<file path="config.mk">
export PLATFORM = sky130hd
export DESIGN_NAME = kbd_matrix_scan_flat
export DESIGN_NICKNAME = d
export VERILOG_FILES = /design/src/rtl/kbd_matrix_scan_if.sv /design/src/rtl/kbd_matrix_scan.sv /design/src/flat_wrapper.sv
export SDC_FILE = /design/constraint.sdc
export NUM_CORES = 1
export LEC_CHECK = 0
export CAP_MARGIN = 30
export CORE_UTILIZATION = 30
export DETAILED_ROUTE_END_ITERATION = 8
export PLACE_DENSITY = 0.5
export SLEW_MARGIN = 40
export SYNTH_ARGS = -nofsm -noshare
export SYNTH_HDL_FRONTEND = slang
export SYNTH_SLANG_ARGS = --single-unit
</file>
<file path="constraint.sdc">
create_clock -name clk_in -period 4.4 [get_ports clk_in]
set_input_delay 0.88 -clock clk_in [delete_from_list [all_inputs] [get_ports clk_in]]
set_output_delay 0.88 -clock clk_in [all_outputs]
set_load 0.02 [all_outputs]
</file>
<file path="src/rtl/kbd_matrix_scan_if.sv">
// Key event handshake between the matrix scanner (master) and the CPU keyboard logic (slave).
interface kbd_matrix_scan_if;
  logic [6:0] key_code_o;
  logic       key_valid_o;
  logic       key_ack_in;
  logic       key_down_o;
  logic       key_overrun_o;

  modport master (
    output key_code_o, key_valid_o, key_down_o, key_overrun_o,
    input  key_ack_in
  );

  modport slave (
    input  key_code_o, key_valid_o, key_down_o, key_overrun_o,
    output key_ack_in
  );
endinterface

</file>
<file path="src/rtl/kbd_matrix_scan.sv">
// HP-67 keyboard matrix scanner: column strobe, row sync, frame debounce, key event handshake.
// Optional release events are built when KBD_RELEASE_EVENT_EN is defined.
module kbd_matrix_scan #(
  parameter int SETTLE_CYCLES  = 8,
  parameter int DEBOUNCE_SCANS = 4
) (
  input  logic              clk_in,
  input  logic              reset_in,
  output logic [4:0]        kbd_columns_o,
  input  logic [3:0]        rowsl_in,
  input  logic [3:0]        rowsr_in,
  kbd_matrix_scan_if.master kbd
);

  localparam int            SW          = $clog2(SETTLE_CYCLES);
  localparam logic [SW-1:0] SETTLE_LAST = SW'(SETTLE_CYCLES - 1);
  localparam logic [3:0]    DEB_TARGET  = 4'(DEBOUNCE_SCANS);

  typedef enum logic [1:0] {S_SCAN, S_DEBOUNCE, S_HELD} state_t;

  logic [7:0] row_meta, row_sync;

  // NOTE: sequential state uses non-blocking assignments so every flop samples pre-edge values.
  always_ff @(posedge clk_in) begin
    if (reset_in) begin
      row_meta <= '0;
      row_sync <= '0;
    end else begin
      row_meta <= {rowsr_in, rowsl_in};
      row_sync <= row_meta;
    end
  end

  // Column sequencer; 'run' gives column 0 a full window on the first frame after reset.
  logic          run;
  logic [SW-1:0] settle_cnt;
  logic [2:0]    col_idx, col_adv;
  logic          sample, frame_end;

  assign sample    = run && (settle_cnt == SETTLE_LAST);
  assign frame_end = sample && (col_idx == 3'd4);
  assign col_adv   = (col_idx == 3'd4) ? 3'd0 : col_idx + 3'd1;

  always_ff @(posedge clk_in) begin
    if (reset_in) begin
      run           <= 1'b0;
      settle_cnt    <= '0;
      col_idx       <= '0;
      kbd_columns_o <= '0;
    end else begin
      run <= 1'b1;
      if (sample) begin
        settle_cnt    <= '0;
        col_idx       <= col_adv;
        kbd_columns_o <= 5'b00001 << col_adv;
      end else begin
        if (run) settle_cnt <= settle_cnt + SW'(1);
        kbd_columns_o <= 5'b00001 << col_idx;
      end
    end
  end

  logic [1:0] hit_cnt, hit_sum;
  logic [3:0] hit_total, row_pop;
  logic [2:0] row_low;
  logic [5:0] hit_code, hit_code_nxt;

  // NOTE: every always_comb output gets a default first, so no path can infer a latch.
  always_comb begin
    row_pop = '0;
    row_low = '0;
    for (int i = 7; i >= 0; i--) begin
      if (row_sync[i]) row_low = 3'(i);
    end
    for (int i = 0; i < 8; i++) begin
      row_pop = row_pop + 4'(row_sync[i]);
    end
    hit_total    = {2'b00, hit_cnt} + row_pop;
    hit_sum      = (hit_total >= 4'd2) ? 2'd2 : hit_total[1:0];
    hit_code_nxt = ((hit_cnt == 2'd0) && (row_sync != 8'd0)) ? {col_idx, row_low} : hit_code;
  end

  always_ff @(posedge clk_in) begin
    if (reset_in || frame_end) begin
      hit_cnt  <= '0;
      hit_code <= '0;
    end else if (sample) begin
      hit_cnt  <= hit_sum;
      hit_code <= hit_code_nxt;
    end
  end

  // Frame verdict is only meaningful on frame_end, where it includes column 4's rows.
  logic frame_single, frame_empty;
  assign frame_single = (hit_sum == 2'd1);
  assign frame_empty  = (hit_sum == 2'd0);

  state_t     state, state_nxt;
  logic [3:0] cnt, cnt_nxt, cnt_inc;
  logic [5:0] cand, cand_nxt;
  logic       emit;
  logic [6:0] emit_code;

  assign cnt_inc = cnt + 4'd1;

  always_ff @(posedge clk_in) begin
    if (reset_in) begin
      state <= S_SCAN;
      cnt   <= '0;
      cand  <= '0;
    end else begin
      state <= state_nxt;
      cnt   <= cnt_nxt;
      cand  <= cand_nxt;
    end
  end

  always_comb begin
    state_nxt = state;
    cnt_nxt   = cnt;
    cand_nxt  = cand;
    emit      = 1'b0;
    emit_code = '0;
    if (frame_end) begin
      unique case (state)
        S_SCAN: begin
          if (frame_single) begin
            cand_nxt = hit_code_nxt;
            if (DEB_TARGET == 4'd1) begin
              emit      = 1'b1;
              emit_code = {1'b0, hit_code_nxt};
              cnt_nxt   = '0;
              state_nxt = S_HELD;
            end else begin
              cnt_nxt   = 4'd1;
              state_nxt = S_DEBOUNCE;
            end
          end
        end
        S_DEBOUNCE: begin
          if (frame_single && (hit_code_nxt == cand)) begin
            if (cnt_inc == DEB_TARGET) begin
              emit      = 1'b1;
              emit_code = {1'b0, cand};
              cnt_nxt   = '0;
              state_nxt = S_HELD;
            end else begin
              cnt_nxt = cnt_inc;
            end
          end else begin
            cnt_nxt   = '0;
            state_nxt = S_SCAN;
          end
        end
        S_HELD: begin
          if (frame_empty) begin
            if (cnt_inc == DEB_TARGET) begin
              cnt_nxt   = '0;
              state_nxt = S_SCAN;
`ifdef KBD_RELEASE_EVENT_EN
              emit      = 1'b1;
              emit_code = {1'b1, cand};
`endif
            end else begin
              cnt_nxt = cnt_inc;
            end
          end else begin
            cnt_nxt = '0;
          end
        end
        default: state_nxt = S_SCAN;
      endcase
    end
  end

  assign kbd.key_down_o = (state == S_HELD);

  // A pending unacknowledged event wins; a new one arriving then is dropped and flagged.
  always_ff @(posedge clk_in) begin
    if (reset_in) begin
      kbd.key_code_o    <= '0;
      kbd.key_valid_o   <= 1'b0;
      kbd.key_overrun_o <= 1'b0;
    end else begin
      kbd.key_overrun_o <= 1'b0;
      if (emit) begin
        if (!kbd.key_valid_o || kbd.key_ack_in) begin
          kbd.key_code_o  <= emit_code;
          kbd.key_valid_o <= 1'b1;
        end else begin
          kbd.key_overrun_o <= 1'b1;
        end
      end else if (kbd.key_ack_in) begin
        kbd.key_valid_o <= 1'b0;
      end
    end
  end

endmodule

</file>
<file path="src/flat_wrapper.sv">
// flat-port wrapper written by rule: the top's interface ports become plain ports
module kbd_matrix_scan_flat 
#(
  parameter int SETTLE_CYCLES  = 8,
  parameter int DEBOUNCE_SCANS = 4
)
  (clk_in, reset_in, kbd_columns_o, rowsl_in, rowsr_in, kbd_key_code_o, kbd_key_valid_o, kbd_key_down_o, kbd_key_overrun_o, kbd_key_ack_in);
  kbd_matrix_scan_if kbd_i ();
  input  logic clk_in;
  input  logic reset_in;
  output logic [4:0] kbd_columns_o;
  input  logic [3:0] rowsl_in;
  input  logic [3:0] rowsr_in;
  output wire logic [$bits(kbd_i.key_code_o)-1:0] kbd_key_code_o;
  output wire logic [$bits(kbd_i.key_valid_o)-1:0] kbd_key_valid_o;
  output wire logic [$bits(kbd_i.key_down_o)-1:0] kbd_key_down_o;
  output wire logic [$bits(kbd_i.key_overrun_o)-1:0] kbd_key_overrun_o;
  input wire logic [$bits(kbd_i.key_ack_in)-1:0] kbd_key_ack_in;
  assign kbd_key_code_o = kbd_i.key_code_o;
  assign kbd_key_valid_o = kbd_i.key_valid_o;
  assign kbd_key_down_o = kbd_i.key_down_o;
  assign kbd_key_overrun_o = kbd_i.key_overrun_o;
  assign kbd_i.key_ack_in = kbd_key_ack_in;
  kbd_matrix_scan #(.SETTLE_CYCLES(SETTLE_CYCLES), .DEBOUNCE_SCANS(DEBOUNCE_SCANS)) u_core (.clk_in(clk_in), .reset_in(reset_in), .kbd_columns_o(kbd_columns_o), .rowsl_in(rowsl_in), .rowsr_in(rowsr_in), .kbd(kbd_i));
endmodule
</file>
==> impl_metrics.tcl <==
set metrics [dict create \
    reg2reg_slack_ns 0.14 \
    layout.nets 395 \
    grt_pass1_wl_um 10750 \
    hpwl_um 4558 \
    clock_sinks 56 \
    crit_buf_inv 5 \
    ys.flop_type "dfxtp_1" \
    synthArstFlopShare_pct 0 \
    combinationalPowerShare_pct 15.2 \
    diodes 0 \
    synth_edf_count 0 \
    place_inst 479 \
    synth_top_area_share_pct 38.32 \
    path_class "flip-flop to flip-flop" \
    synth-seq-area-share_pct 38.32 \
    slew_viol_final 0 \
    synth-warning-count 0 \
    die_w_um 100.7 \
    routed_wl_um 6150 \
    ff2ff_path_depth 17 \
    synth_seq_cells 56 \
    min_period_over_period_pct 96.89 \
    end_kind "flip-flop" \
    skew_ns 0.004879 \
    syn-num-nets 363 \
    final_cells 489 \
    hp-start "u_core.row_meta[4]$_SDFF_PP0_" \
    drc 0 \
    critical_path_required_ns 4.62 \
    hold_path_class "flip-flop to flip-flop" \
    fillCellCount 965 \
    max_freq_mhz 234.6 \
    cts_hold_buf 0 \
    vias_per_cell 4.697 \
    dr_wl_met2_um 2761 \
    htreeDepth 2 \
    clockBufferDepth 2 \
    min_to "u_core.row_sync[4]$_SDFF_PP0_" \
    critPathMaxStageDelay_ns 0.51 \
    drt-initial-drc-count 49 \
    status "completed" \
    grt_max_degree 42 \
    whs_ns 0.4426 \
    cts_root_buffer "clkbuf_8" \
    die_area_um2 10150 \
    syn_area_um2 2925 \
    r2r_end "u_core.cnt[0]$_SDFFE_PP0P_" \
    cap_violations 0 \
    seq_power_share_pct 55.9 \
    ant_nets 0 \
    p_sw_uw 238.3 \
    route.met3.wl_um 184 \
    initial_core_util_pct 31.36 \
    worstPathCellList "inv_2 > ha_4 > inv_2 > fa_1 > fa_1 > fa_1 > inv_2 > ha_4 > fa_2 > xor2_2 > nor4b_4 > buf_4 > mux2i_4 > nor4b_4 > buf_4 > o21ai_1 > a311oi_1" \
    dr_total_vias 2297 \
    critPathLaunchType "flip-flop" \
    synth_area_leader_cell "dfxtp_1" \
    slew_headroom_pct 59.30 \
    pwr-share-clk_pct 28.9 \
    holdPathStages 1 \
    wl_met1_um 3136 \
    r2r-start "u_core.row_sync[1]$_SDFF_PP0_" \
    antenna_found_initial 0 \
    clk_latency_ns 0.30 \
    routabilityCongestion 0.7507 \
    p_sw_share_pct 25.55 \
    synth_area_leaders "dfxtp_1 38%, ha_1 8.1%, a21oi_1 4.3%, nor2b_1 4.3%, nor2_1 4.2%" \
    drtPass1Iterations 4 \
    powerDensity_nw_per_um2 264.6 \
    avgSynthCellArea_um2 8.919 \
    hold_viol 0 \
    io_buffer_count 24 \
    p_int_uw 694.2 \
    synthDistinctLibCells 53 \
    crit_family "adder cells" \
    postSynthCellCount 328 \
    yosysMostFrequentCell "dfxtp_1" \
    cts_made_buffers 5 \
    cts_tree "yes" \
    irDropWorstVdd_v 0.0001280 \
    highest_layer "met4" \
    wl_per_cell_um 12.58 \
    dpl_cell_area_um2 3346 \
    grt_pass1_vias 2229 \
    ios 26 \
    final.min_clock_period_ns 4.263 \
    grt-ovfl-total 0 \
    cp.depth 17 \
    arrival_ns 4.49 \
    tightest_slew_ns 0.6042 \
    stdcell_area_um2 3523 \
    chipHeight_um 100.7 \
    syn_to_final_growth_pct 20.44 \
    yosys-top-cells-count "56 x dfxtp_1, 33 x nor2_1, 26 x inv_1" \
    clk_pin_slew_ns 0.10 \
    p_leak_uw 0.001341 \
    setup_violations 0 \
    fp.coreArea_um2 9328 \
    final_core_util_pct 37.77 \
    grt.total_usage_pct 13.42 \
    rows 35 \
    crit_fanout 7 \
    layout-drive-gt1-share_pct 11.67 \
    cp_slowest_cell "fa_1" \
]
## cell usage in the layout (no fill, tap or decap), types with 4 or more instances in the layout
cell / instances
buf_4: 13
a21oi_1: 24
xnor2_1: 9
ha_1: 17
clkdlybuf4s50_1: 24
a211oi_1: 12
nor3_1: 6
mux2i_1: 4
o21ai_0: 12
nand3_1: 11
nor2b_1: 20
dfxtp_1: 54
clkbuf_8: 5
nor2_1: 33
inv_1: 22
fa_1: 4
o21ai_1: 6
nand4_1: 4
inv_2: 4
nand2_1: 19
## power by group through the flow
stage               Sequential, uW  Combinational, uW  Clock (uW)
floorplan                      532               81.2           0
global placement               533                113           0
detailed placement             533                115           0
CTS                            521                118         281
global route                   523                154         304
finish                         521                142         269
## registers in the layout, summed over array words and instances (netlist names), 3 cells and up
name                   cells
u_core.cand                6
u_core.cnt                 4
u_core.col_idx             3
u_core.hit_code            6
u_core.kbd.key_code_o      6
u_core.kbd_columns_o       5
u_core.row_meta            8
u_core.row_sync            8
u_core.settle_cnt          3
## worst max path at each step
stage                                  start                               endpoint
3_5_place_dp   u_core.row_sync[1]$_SDFF_PP0_  u_core.kbd.key_code_o[4]$_SDFFE_PP0P_
2_1_floorplan  u_core.row_sync[0]$_SDFF_PP0_            u_core.cand[1]$_SDFFE_PP0P_
4_1_cts        u_core.row_sync[1]$_SDFF_PP0_  u_core.kbd.key_code_o[4]$_SDFFE_PP0P_
6_report       u_core.row_sync[1]$_SDFF_PP0_             u_core.cnt[0]$_SDFFE_PP0P_
5_1_grt        u_core.row_sync[1]$_SDFF_PP0_             u_core.cnt[0]$_SDFFE_PP0P_
3_3_place_gp   u_core.row_sync[1]$_SDFF_PP0_             u_core.cnt[0]$_SDFFE_PP0P_
## through the flow
step	worst slack, ns	TNS [ns]	total power [uW]
floorplan	0.1116	0	613.6
global placement	0.08532	0	645.2
detailed placement	-0.08893	-0.4983	647.9
CTS	0.01907	0	920.3
global route	-0.02890	-0.07687	981.1
finish	0.1369	0	932.5
## per-layer routing
metal | global-route usage, % | vias up
met5 | 0 | -
met4 | 4.571 | 0
met3 | 2.497 | 5
met2 | 21.65 | 29
met1 | 17.99 | 1071
li1 | - | 1192
## repair_timing
action / CTS / global route
setup endpoints to repair: 10 / 20
endpoints found under the hold margin: 0 / 0
pin swaps: 0 / 7
resized for setup: 1 / 21
buffers inserted: 0 / 3
## area by class of cell
type / count / area (um2) / area share, %
Tap cell: 129 / 161.4 / 4.581
Inverter: 26 / 97.59 / 2.770
Clock buffer: 6 / 72.57 / 2.060
Clock inverter: 1 / 5.005 / 0.1420
Sequential cell: 56 / 1124 / 31.89
Timing Repair Buffer: 37 / 337.8 / 9.588
Multi-Input combinational cell: 234 / 1725 / 48.97
## cell families after synthesis
logic type,synth area share [%]
AND/OR/NAND/NOR,21.39
multiplexers,2.096
AO/OA/AOI/OAI,17.67
XOR/XNOR,3.593
flip-flops,38.32
buffers and inverters,5.261
other,0.1282
adder cells (fa/ha/maj),11.55
Note: power is estimated with default switching activity, not from simulation.
